==> src/rtl/arith_share_ctrl_if.sv <==
// Request/response bundle for the shared arithmetic engine: two requester
// channels in, one tagged result channel out.
interface arith_share_if #(
    parameter int WIDTH = 4
);
    logic               req0_valid;
    logic               req0_ready;
    logic [2:0]         req0_op;
    logic [WIDTH-1:0]   req0_a;
    logic [WIDTH-1:0]   req0_b;

    logic               req1_valid;
    logic               req1_ready;
    logic [2:0]         req1_op;
    logic [WIDTH-1:0]   req1_a;
    logic [WIDTH-1:0]   req1_b;

    logic               rsp_valid;
    logic               rsp_ready;
    logic               rsp_id;
    logic [2*WIDTH-1:0] rsp_result;
    logic               rsp_err;

    modport master (
        output req0_valid, req0_op, req0_a, req0_b,
        output req1_valid, req1_op, req1_a, req1_b,
        output rsp_ready,
        input  req0_ready, req1_ready,
        input  rsp_valid, rsp_id, rsp_result, rsp_err
    );

    modport slave (
        input  req0_valid, req0_op, req0_a, req0_b,
        input  req1_valid, req1_op, req1_a, req1_b,
        input  rsp_ready,
        output req0_ready, req1_ready,
        output rsp_valid, rsp_id, rsp_result, rsp_err
    );
endinterface

==> src/rtl/arith_share_ctrl.sv <==
// Round-robin arbiter plus iterative arithmetic engine shared by two requesters;
// multiply is shift-add and divide/modulo is restoring, one bit per cycle.
module arith_share_ctrl #(
    parameter int WIDTH = 4
) (
    input  logic         clk,
    input  logic         rst_n,
    arith_share_if.slave bus,
    output logic         busy
);
    localparam int CW = $clog2(WIDTH + 1);

    localparam logic [2:0] OP_ADD = 3'd0;
    localparam logic [2:0] OP_SUB = 3'd1;
    localparam logic [2:0] OP_MUL = 3'd2;
    localparam logic [2:0] OP_DIV = 3'd3;
    localparam logic [2:0] OP_MOD = 3'd4;

    typedef enum logic [1:0] {
        IDLE,
        EXEC,
        RESP
    } state_t;

    state_t             state;
    state_t             state_d;
    logic               last_grant;
    logic               grant;
    logic               accept;
    logic [2:0]         sel_op;
    logic [WIDTH-1:0]   sel_a;
    logic [WIDTH-1:0]   sel_b;

    logic [2:0]         op_q;
    logic               id_q;
    logic [CW-1:0]      cnt;
    logic [2*WIDTH-1:0] acc;   // product accumulator, or partial remainder in the low half
    logic [2*WIDTH-1:0] x_q;   // shifted multiplicand, or dividend shifting into quotient
    logic [WIDTH-1:0]   y_q;   // multiplier shifting right, or static divisor

    logic               single_cycle;
    logic               last;
    logic [2*WIDTH-1:0] mul_acc;
    logic [WIDTH:0]     sum;
    logic [WIDTH:0]     diff;
    logic [WIDTH:0]     trial;
    logic               ge;
    logic [WIDTH-1:0]   rem_w;
    logic [WIDTH-1:0]   quot_d;
    logic [2*WIDTH-1:0] result_d;
    logic               err_d;

    // NOTE: every always_comb output gets a default first so no path leaves it unassigned (no latch).
    always_comb begin
        grant = 1'b0;
        if (bus.req0_valid && bus.req1_valid) grant = ~last_grant;
        else if (bus.req1_valid)              grant = 1'b1;
    end

    assign bus.req0_ready = (state == IDLE) && !grant;
    assign bus.req1_ready = (state == IDLE) &&  grant;
    assign accept = (state == IDLE) && (grant ? bus.req1_valid : bus.req0_valid);
    assign sel_op = grant ? bus.req1_op : bus.req0_op;
    assign sel_a  = grant ? bus.req1_a  : bus.req0_a;
    assign sel_b  = grant ? bus.req1_b  : bus.req0_b;

    assign mul_acc = acc + (y_q[0] ? x_q : '0);
    assign sum     = {1'b0, x_q[WIDTH-1:0]} + {1'b0, y_q};
    assign diff    = {1'b0, x_q[WIDTH-1:0]} - {1'b0, y_q};
    assign trial   = {acc[WIDTH-1:0], x_q[WIDTH-1]};
    assign ge      = trial >= {1'b0, y_q};
    assign rem_w   = ge ? WIDTH'(trial - {1'b0, y_q}) : trial[WIDTH-1:0];
    assign quot_d  = {x_q[WIDTH-2:0], ge};

    // Divide-by-zero and illegal ops finish in one cycle just like add/sub.
    assign single_cycle = !(op_q == OP_MUL || op_q == OP_DIV || op_q == OP_MOD) ||
                          ((op_q == OP_DIV || op_q == OP_MOD) && y_q == '0);
    assign last = single_cycle || (cnt == CW'(WIDTH - 1));

    always_comb begin
        result_d = '0;
        err_d    = 1'b0;
        case (op_q)
            OP_ADD: result_d = {{(WIDTH-1){1'b0}}, sum};
            OP_SUB: result_d = {{(WIDTH-1){1'b0}}, diff};
            OP_MUL: result_d = mul_acc;
            OP_DIV: begin
                err_d    = (y_q == '0);
                result_d = {{WIDTH{1'b0}}, err_d ? {WIDTH{1'b1}} : quot_d};
            end
            OP_MOD: begin
                err_d    = (y_q == '0);
                result_d = {{WIDTH{1'b0}}, err_d ? x_q[WIDTH-1:0] : rem_w};
            end
            default: err_d = 1'b1;
        endcase
    end

    always_comb begin
        state_d = state;
        case (state)
            IDLE:    if (accept)        state_d = EXEC;
            EXEC:    if (last)          state_d = RESP;
            RESP:    if (bus.rsp_ready) state_d = IDLE;
            default:                    state_d = IDLE;
        endcase
    end

    // NOTE: sequential state uses non-blocking assignments so all registers update from pre-edge values.
    always_ff @(posedge clk or negedge rst_n) begin
        if (!rst_n) state <= IDLE;
        else        state <= state_d;
    end

    always_ff @(posedge clk or negedge rst_n) begin
        if (!rst_n) begin
            last_grant     <= 1'b1;
            op_q           <= '0;
            id_q           <= 1'b0;
            cnt            <= '0;
            acc            <= '0;
            x_q            <= '0;
            y_q            <= '0;
            bus.rsp_id     <= 1'b0;
            bus.rsp_result <= '0;
            bus.rsp_err    <= 1'b0;
        end else if (accept) begin
            last_grant <= grant;
            op_q       <= sel_op;
            id_q       <= grant;
            cnt        <= '0;
            acc        <= '0;
            x_q        <= {{WIDTH{1'b0}}, sel_a};
            y_q        <= sel_b;
        end else if (state == EXEC) begin
            cnt <= cnt + CW'(1);
            if (op_q == OP_MUL) begin
                acc <= mul_acc;
                x_q <= x_q << 1;
                y_q <= y_q >> 1;
            end else if (op_q == OP_DIV || op_q == OP_MOD) begin
                acc <= {{WIDTH{1'b0}}, rem_w};
                x_q <= {{WIDTH{1'b0}}, quot_d};
            end
            if (last) begin
                bus.rsp_id     <= id_q;
                bus.rsp_result <= result_d;
                bus.rsp_err    <= err_d;
            end
        end
    end

    assign bus.rsp_valid = (state == RESP);
    assign busy          = (state != IDLE);
endmodule

==> src/flat_wrapper.sv <==
// flat-port wrapper written by rule: the top's interface ports become plain ports
module arith_share_ctrl_flat 
#(
    parameter int WIDTH = 4
)
  (clk, rst_n, busy, bus_req0_valid, bus_req0_op, bus_req0_a, bus_req0_b, bus_req1_valid, bus_req1_op, bus_req1_a, bus_req1_b, bus_rsp_ready, bus_req0_ready, bus_req1_ready, bus_rsp_valid, bus_rsp_id, bus_rsp_result, bus_rsp_err);
  arith_share_if #(.WIDTH(WIDTH)) bus_i ();
  input  logic clk;
  input  logic rst_n;
  output logic busy;
  input wire logic [$bits(bus_i.req0_valid)-1:0] bus_req0_valid;
  input wire logic [$bits(bus_i.req0_op)-1:0] bus_req0_op;
  input wire logic [$bits(bus_i.req0_a)-1:0] bus_req0_a;
  input wire logic [$bits(bus_i.req0_b)-1:0] bus_req0_b;
  input wire logic [$bits(bus_i.req1_valid)-1:0] bus_req1_valid;
  input wire logic [$bits(bus_i.req1_op)-1:0] bus_req1_op;
  input wire logic [$bits(bus_i.req1_a)-1:0] bus_req1_a;
  input wire logic [$bits(bus_i.req1_b)-1:0] bus_req1_b;
  input wire logic [$bits(bus_i.rsp_ready)-1:0] bus_rsp_ready;
  output wire logic [$bits(bus_i.req0_ready)-1:0] bus_req0_ready;
  output wire logic [$bits(bus_i.req1_ready)-1:0] bus_req1_ready;
  output wire logic [$bits(bus_i.rsp_valid)-1:0] bus_rsp_valid;
  output wire logic [$bits(bus_i.rsp_id)-1:0] bus_rsp_id;
  output wire logic [$bits(bus_i.rsp_result)-1:0] bus_rsp_result;
  output wire logic [$bits(bus_i.rsp_err)-1:0] bus_rsp_err;
  assign bus_i.req0_valid = bus_req0_valid;
  assign bus_i.req0_op = bus_req0_op;
  assign bus_i.req0_a = bus_req0_a;
  assign bus_i.req0_b = bus_req0_b;
  assign bus_i.req1_valid = bus_req1_valid;
  assign bus_i.req1_op = bus_req1_op;
  assign bus_i.req1_a = bus_req1_a;
  assign bus_i.req1_b = bus_req1_b;
  assign bus_i.rsp_ready = bus_rsp_ready;
  assign bus_req0_ready = bus_i.req0_ready;
  assign bus_req1_ready = bus_i.req1_ready;
  assign bus_rsp_valid = bus_i.rsp_valid;
  assign bus_rsp_id = bus_i.rsp_id;
  assign bus_rsp_result = bus_i.rsp_result;
  assign bus_rsp_err = bus_i.rsp_err;
  arith_share_ctrl #(.WIDTH(WIDTH)) u_core (.clk(clk), .rst_n(rst_n), .bus(bus_i), .busy(busy));
endmodule
==> config.mk <==
export PLATFORM = sky130hd
export DESIGN_NAME = arith_share_ctrl_flat
export DESIGN_NICKNAME = d
export VERILOG_FILES = /design/src/rtl/arith_share_ctrl_if.sv /design/src/rtl/arith_share_ctrl.sv /design/src/flat_wrapper.sv
export SDC_FILE = /design/constraint.sdc
export NUM_CORES = 1
export LEC_CHECK = 0
export CAP_MARGIN = 30
export CORE_ASPECT_RATIO = 1.5
export CORE_MARGIN = 2
export CORE_UTILIZATION = 40
export CTS_BUF_LIST = sky130_fd_sc_hd__clkbuf_4 sky130_fd_sc_hd__clkbuf_8
export DETAILED_ROUTE_END_ITERATION = 8
export DONT_BUFFER_PORTS = 1
export PLACE_DENSITY_LB_ADDON = 0.05
export SLEW_MARGIN = 15
export SYNTH_ARGS = -nofsm -noshare
export SYNTH_HDL_FRONTEND = slang
export SYNTH_SLANG_ARGS = --single-unit
==> constraint.sdc <==
create_clock -name clk -period 2.18 [get_ports clk]
set_input_delay 0.218 -clock clk [delete_from_list [all_inputs] [get_ports clk]]
set_output_delay 0.218 -clock clk [all_outputs]
set_load 0.005 [all_outputs]
Yosys cells after proc, flatten, opt, wreduce, memory -nomap -nowiden
Index checks and enable logic that the tools add are counted.
{ "totals": {"output_inout_bits": 14, "elab_cells": 83, "ff_bits": 40, "in_bits": 27} }
{ "classes": {"n_mux": 29, "n_reduce_logical": 25, "n_eq_ne": 10, "n_bitwise": 2, "add_sub_neg": 5, "n_lt_le_gt_ge": 1} }
{ "ops": {"columns": ["operator", "n"], "rows": [
  ["8-bit two-way mux", 9],
  ["8-bit case mux with 5 select lines", 1],
  ["4-bit two-way mux", 8],
  ["3-bit by 2-bit == test with 1-bit output, second input constant", 3],
  ["3-bit two-way mux", 3],
  ["8-bit adder", 1],
  ["2-bit two-way mux", 3],
  ["2-bit case mux with 3 select lines", 1],
  ["3-bit AND reduction", 2],
  ["2-bit nonzero test", 3],
  ["4-bit by 4-bit adder with 5-bit output", 1],
  ["5-bit by 4-bit >= comparator with 1-bit output", 1],
  ["1-bit logical AND", 5],
  ["1-bit logical OR", 5],
  ["4-bit by 4-bit subtractor with 5-bit output", 1],
  ["4-bit logical NOT", 1],
  ["2-bit by 1-bit inequality test with 1-bit output, second input constant", 2],
  ["2-bit AND reduction", 2],
  ["4-bit subtractor", 1],
  ["3-bit by 1-bit adder with 3-bit output, second input constant", 1],
  ["3-bit by 1-bit == test with 1-bit output, second input constant", 1],
  ["3-bit == test, second input constant", 1],
  ["3-bit logical NOT", 1],
  ["1-bit two-way mux", 3],
  ["10 further kinds", 12]
]} }

Longest topological paths before layout
{ "logic_depth": {"depth_word": 8, "depth_mapped": 10, "ltp_nobuf": 10} }

Least setup slack after synthesis
No wires, ideal clock.
{ "synth_timing": {"path_kind": "flip-flop to flip-flop", "start": "register u_core.op_q[0]", "end": "register u_core.bus.rsp_result[4]", "setup_ns": 0.122, "arrival_ns": 2.287, "setup_slack_ns": -0.228, "period_less_slack_ns": 2.408, "t_required_ns": 2.058, "path_buffers": 2, "stages_incl_launch_ff": 10, "path_cell_list": "dfrtp_1 > buf_6 > clkbuf_1 > nand2_1 > mux2i_1 > fa_1 > a21o_1 > a21o_1 > a221o_1 > a32o_1"} }
{ "synth_between": {"elab_chain_cells": 7, "word_cells_on_any_way": 14, "cone_classes": "eq/ne (4); mux (1); reduce/logical (9)"} }
{ "synth_rtl": {"columns": ["item", "line", "source"], "rows": [
  ["start, declared", "arith_share_ctrl.sv:34", "logic [2:0] op_q;"],
  ["start signal, assigned", "arith_share_ctrl.sv:129", "op_q <= sel_op;"],
  ["3-bit by 2-bit == test with 1-bit output, on equally long branches", "arith_share_ctrl.sv:76, arith_share_ctrl.sv:83, arith_share_ctrl.sv:77", null],
  ["1-bit logical OR (2 in a row)", "arith_share_ctrl.sv:76", "assign single_cycle = !(op_q == OP_MUL || op_q == OP_DIV || op_q == OP_MOD) ||"],
  ["1-bit logical NOT", "arith_share_ctrl.sv:76", null],
  ["1-bit logical OR", "arith_share_ctrl.sv:76", null],
  ["1-bit logical OR", "arith_share_ctrl.sv:78", "assign last = single_cycle || (cnt == CW'(WIDTH - 1));"],
  ["3-bit AND reduction (no line)", null, null],
  ["end signal, assigned", "arith_share_ctrl.sv:147", "bus.rsp_result <= result_d;"],
  ["end, declared", "arith_share_ctrl_if.sv:37", "output rsp_valid, rsp_id, rsp_result, rsp_err"]
]} }
Several ways; a longest one is shown, not always the timed one.
A chain may end at the register's enable or synchronous reset.

Final worst setup path
{ "layout_timing": {"start": "register u_core.y_q[0]", "end": "register u_core.bus.rsp_result[4]"} }
{ "layout_between": {"elab_chain_cells": 5, "word_cells_on_any_way": 10, "cone_classes": "add/sub (3); mux (2); reduce/logical (5)"} }
{ "layout_rtl": {"columns": ["item", "line", "source"], "rows": [
  ["start, declared", "arith_share_ctrl.sv:39", "logic [WIDTH-1:0] y_q;"],
  ["start signal, assigned", "arith_share_ctrl.sv:134", "y_q <= sel_b;"],
  ["start signal, assigned", "arith_share_ctrl.sv:140", "y_q <= y_q >> 1;"],
  ["branches (longest 5 deep; another with 8-bit adder)", null, null]
]} }
Parallel ways; which one is timed is not known.

==> summary.txt <==
status = finished, violations left
failing checks = setup timing
routed vias/inst = 5.53
metal2 WL = 4400 µm
syn nets = 363
synth unique cells = 67
initial antenna violation count = 0
via count = 2538
gr ovfl total = 0
met3 WL = 290 µm
Crit path top cell by count = ha_4
total CTS buffers = 5
Yosys reg bits = 40
# clock sinks = 40
DIE AREA = 8070 µm²
cell area after synthesis = 2940 µm²
Final min period = 2.25 ns
reg2reg end = u_core.bus.rsp_result[4]$_DFFE_PN0P_
Crit Path Max Fanout = 5
Multi-input gate area = 2010 µm²
Avg Inst Size Synth = 9.39 µm²
hold slack = 0.0232 ns
maximum root-to-sink buffer count = 2
slew margin rel. = 61.5%
Post-synth EDFFs = 0
Top FF cell, synth = dfrtp_1
uppermost layer routed = met4
gp weighted congestion = 0.916
CTS tree = built
hold crit path type = in -> reg
Clock Pin Slew Worst Setup and Hold Paths = 0.09 ns
dpl ws = -0.129 ns
synth top area cells = dfrtp_1 (33%), ha_1 (8.5%), mux2i_1 (3.7%)
Critical Path AT = 2.44 ns
R2R Setup Slk = -0.07 ns
height of the die = 109 µm
FILL cells = 690
Min-Delay Endpoint = u_core.state[1]$_DFFE_PN0P_
final setup fails = 2
vias in the first global route = 2617
VDD IR-drop max = 1060 µV
global-route wire length before repair = 13200 µm
wire length on met1 = 3360 µm
Buf/Inv on CP = 0
fin. max-slew vios = 0
Synth area leader = dfrtp_1
reg2reg start = u_core.y_q[0]$_DFFE_PN0P_
# diodes = 0
Synth async-reset ratio = 100%
r2r worst-path depth = 8
YS warnings = 0
RSZ-0062 raised after global routing = true
worst-path cell with the longest stage delay = dfrtp_2
Startpoint Class = flip-flop
Worst EP required = 2.38 ns
final WL = 8350 µm
Synth top area share = 33.2%
final hold violations = 0
slowest stage delay, CP = 0.48 ns
leakage power = 1.63 nW
Worst Hold Path Cells = 1
Crit. End Element = flip-flop
actual slew at the worst max-slew pin = 0.576 ns
Synth Instances = 313
share of layout cells above drive strength 1 = 29.2%
final setup margin = -0.0668 ns
clk_skew = 0.00588 ns
core area = 7180 µm²
I/O Buffers = 0
Final ANT Viol Nets = 0
residual DRC count = 0
Initial Utilization = 41.0%
Clock Tree Root = clkbuf_8
overall power = 5.87 mW
sequential-to-total area share from yosys stat = 34.1%
H-tree depth = 2
Crit path max-delay family = compound AO/OA/AOI/OAI gates
Post-DP HPWL = 6470 µm
most frequent cells in the layout = buf_4 (47), dfrtp_1 (37), nand2_1 (28)
most common cell after layout, fill and taps aside = buf_4
Layout area overhead = 26.9%
gr usage total = 21.9%
hold path start = bus_rsp_ready
Final nets = 408
pwr/cell area = 1570 nW/µm²
initial drt markers = 123
Reg area = 1000 µm²
IO Pins = 41
CP Cell Sequence = ha_4 > ha_4 > fa_2 > a21o_1 > a21oi_2 > xnor2_1 > a221o_1 > a32o_1
Max Freq = 0.445 GHz
row count = 38
final period utilization = 103%
Pre-antenna DRT Iters = 4
drt wl/cell = 18.2 µm
worst-skew pair later-pin latency = 0.30 ns
max cap viols = 0
CP Class = reg -> reg
die width = 74.0 µm
largest net degree at the start of global routing = 41
==> power by group <==
part	switching [mW]	leakage, nW	internal [mW]	total, mW
clock network	0.293	0.0548	0.345	0.639
logic	2.13	1.06	1.88	4.01
registers	0.231	0.513	0.988	1.22
total	2.66	1.63	3.22	5.87
==> synth_stat cells, types with 3 or more instances <==
library cell	n
mux2i_1	11
fa_1	3
nor3_1	3
o21bai_1	3
o211ai_1	5
a211oi_1	6
o21ai_1	12
nand3_1	14
a21o_1	5
nor2_1	17
xnor2_1	5
and2_1	7
o21ai_0	18
a221o_1	4
buf_2	6
dfrtp_1	39
nor2b_1	5
ha_1	20
buf_6	4
nand2_1	29
xor2_1	5
nand2b_1	4
a22o_1	4
inv_1	14
a21oi_1	14
==> how the worst max path moves through the flow <==
stage | startpoint | slack (ns) | to | cells past startpoint
final | u_core.y_q[0]$_DFFE_PN0P_ | -0.07 | u_core.bus.rsp_result[4]$_DFFE_PN0P_ | 8
after global routing | u_core.y_q[0]$_DFFE_PN0P_ | -0.15 | u_core.bus.rsp_result[4]$_DFFE_PN0P_ | 8
after CTS | u_core.op_q[2]$_DFFE_PN0P_ | -0.05 | u_core.bus.rsp_result[4]$_DFFE_PN0P_ | 8
after detailed placement | u_core.y_q[0]$_DFFE_PN0P_ | -0.13 | u_core.bus.rsp_result[7]$_DFFE_PN0P_ | 9
after global placement | u_core.y_q[0]$_DFFE_PN0P_ | -0.14 | u_core.bus.rsp_result[7]$_DFFE_PN0P_ | 9
after floorplan | u_core.op_q[1]$_DFFE_PN0P_ | -0.04 | u_core.bus.rsp_result[4]$_DFFE_PN0P_ | 9
==> logic make-up (layout without fill, tap and decap cells) <==
kind of cell,count (synthesis),after routing,synth area share (%)
flops,40,40,34.1
fa+ha+maj,23,23,10.6
xor+xnor,10,10,2.98
buf+inv,28,74,5.11
compound gates,101,101,24.5
simple gates,99,99,18.7
mux,12,12,4.13
==> flip-flops by register name, summed over array words and instances, names as in the netlist, 2 cells and up <==
register and cells:
u_core.state 2, u_core.y_q 4, u_core.cnt 3, u_core.x_q 8
u_core.op_q 3, u_core.bus.rsp_result 8, u_core.acc 8
==> routing by layer <==
layer  GRT usage [%]  up-vias
met3            3.05       18
li1                -     1226
met4            7.79        0
met2            40.8       71
met1            24.8     1223
met5               0        -
==> per-stage QoR <==
stage	util, %	instance area [µm²]	cells	TNS (ns)
final	52.0	3730	459	-0.0679
after global routing	52.0	3730	459	-0.200
after CTS	49.9	3580	456	-0.0546
after detailed placement	46.9	3370	443	-0.320
after global placement	46.9	3370	443	-0.341
after floorplan	-	3000	313	-0.0416
==> what timing repair did <==
| action | 4_1_cts | 5_1_grt |
|---|---|---|
| hold endpoints to repair | 40 | 0 |
| pin swaps | 5 | 21 |
| hold buffers | 2 | 0 |
| buffers inserted | 3 | 5 |
| setup endpoints to repair | 4 | 11 |
| gates resized for setup | 8 | 23 |
==> final cells by class <==
type,instances,share of cell area (%)
tap,100,3.35
multi-input combinational,245,53.8
timing repair buffer,52,11.4
clock inverter,3,1.24
sequential,40,26.9
clock buffer,5,1.84
inverter,14,1.41
(Power assumes the default switching activity.)
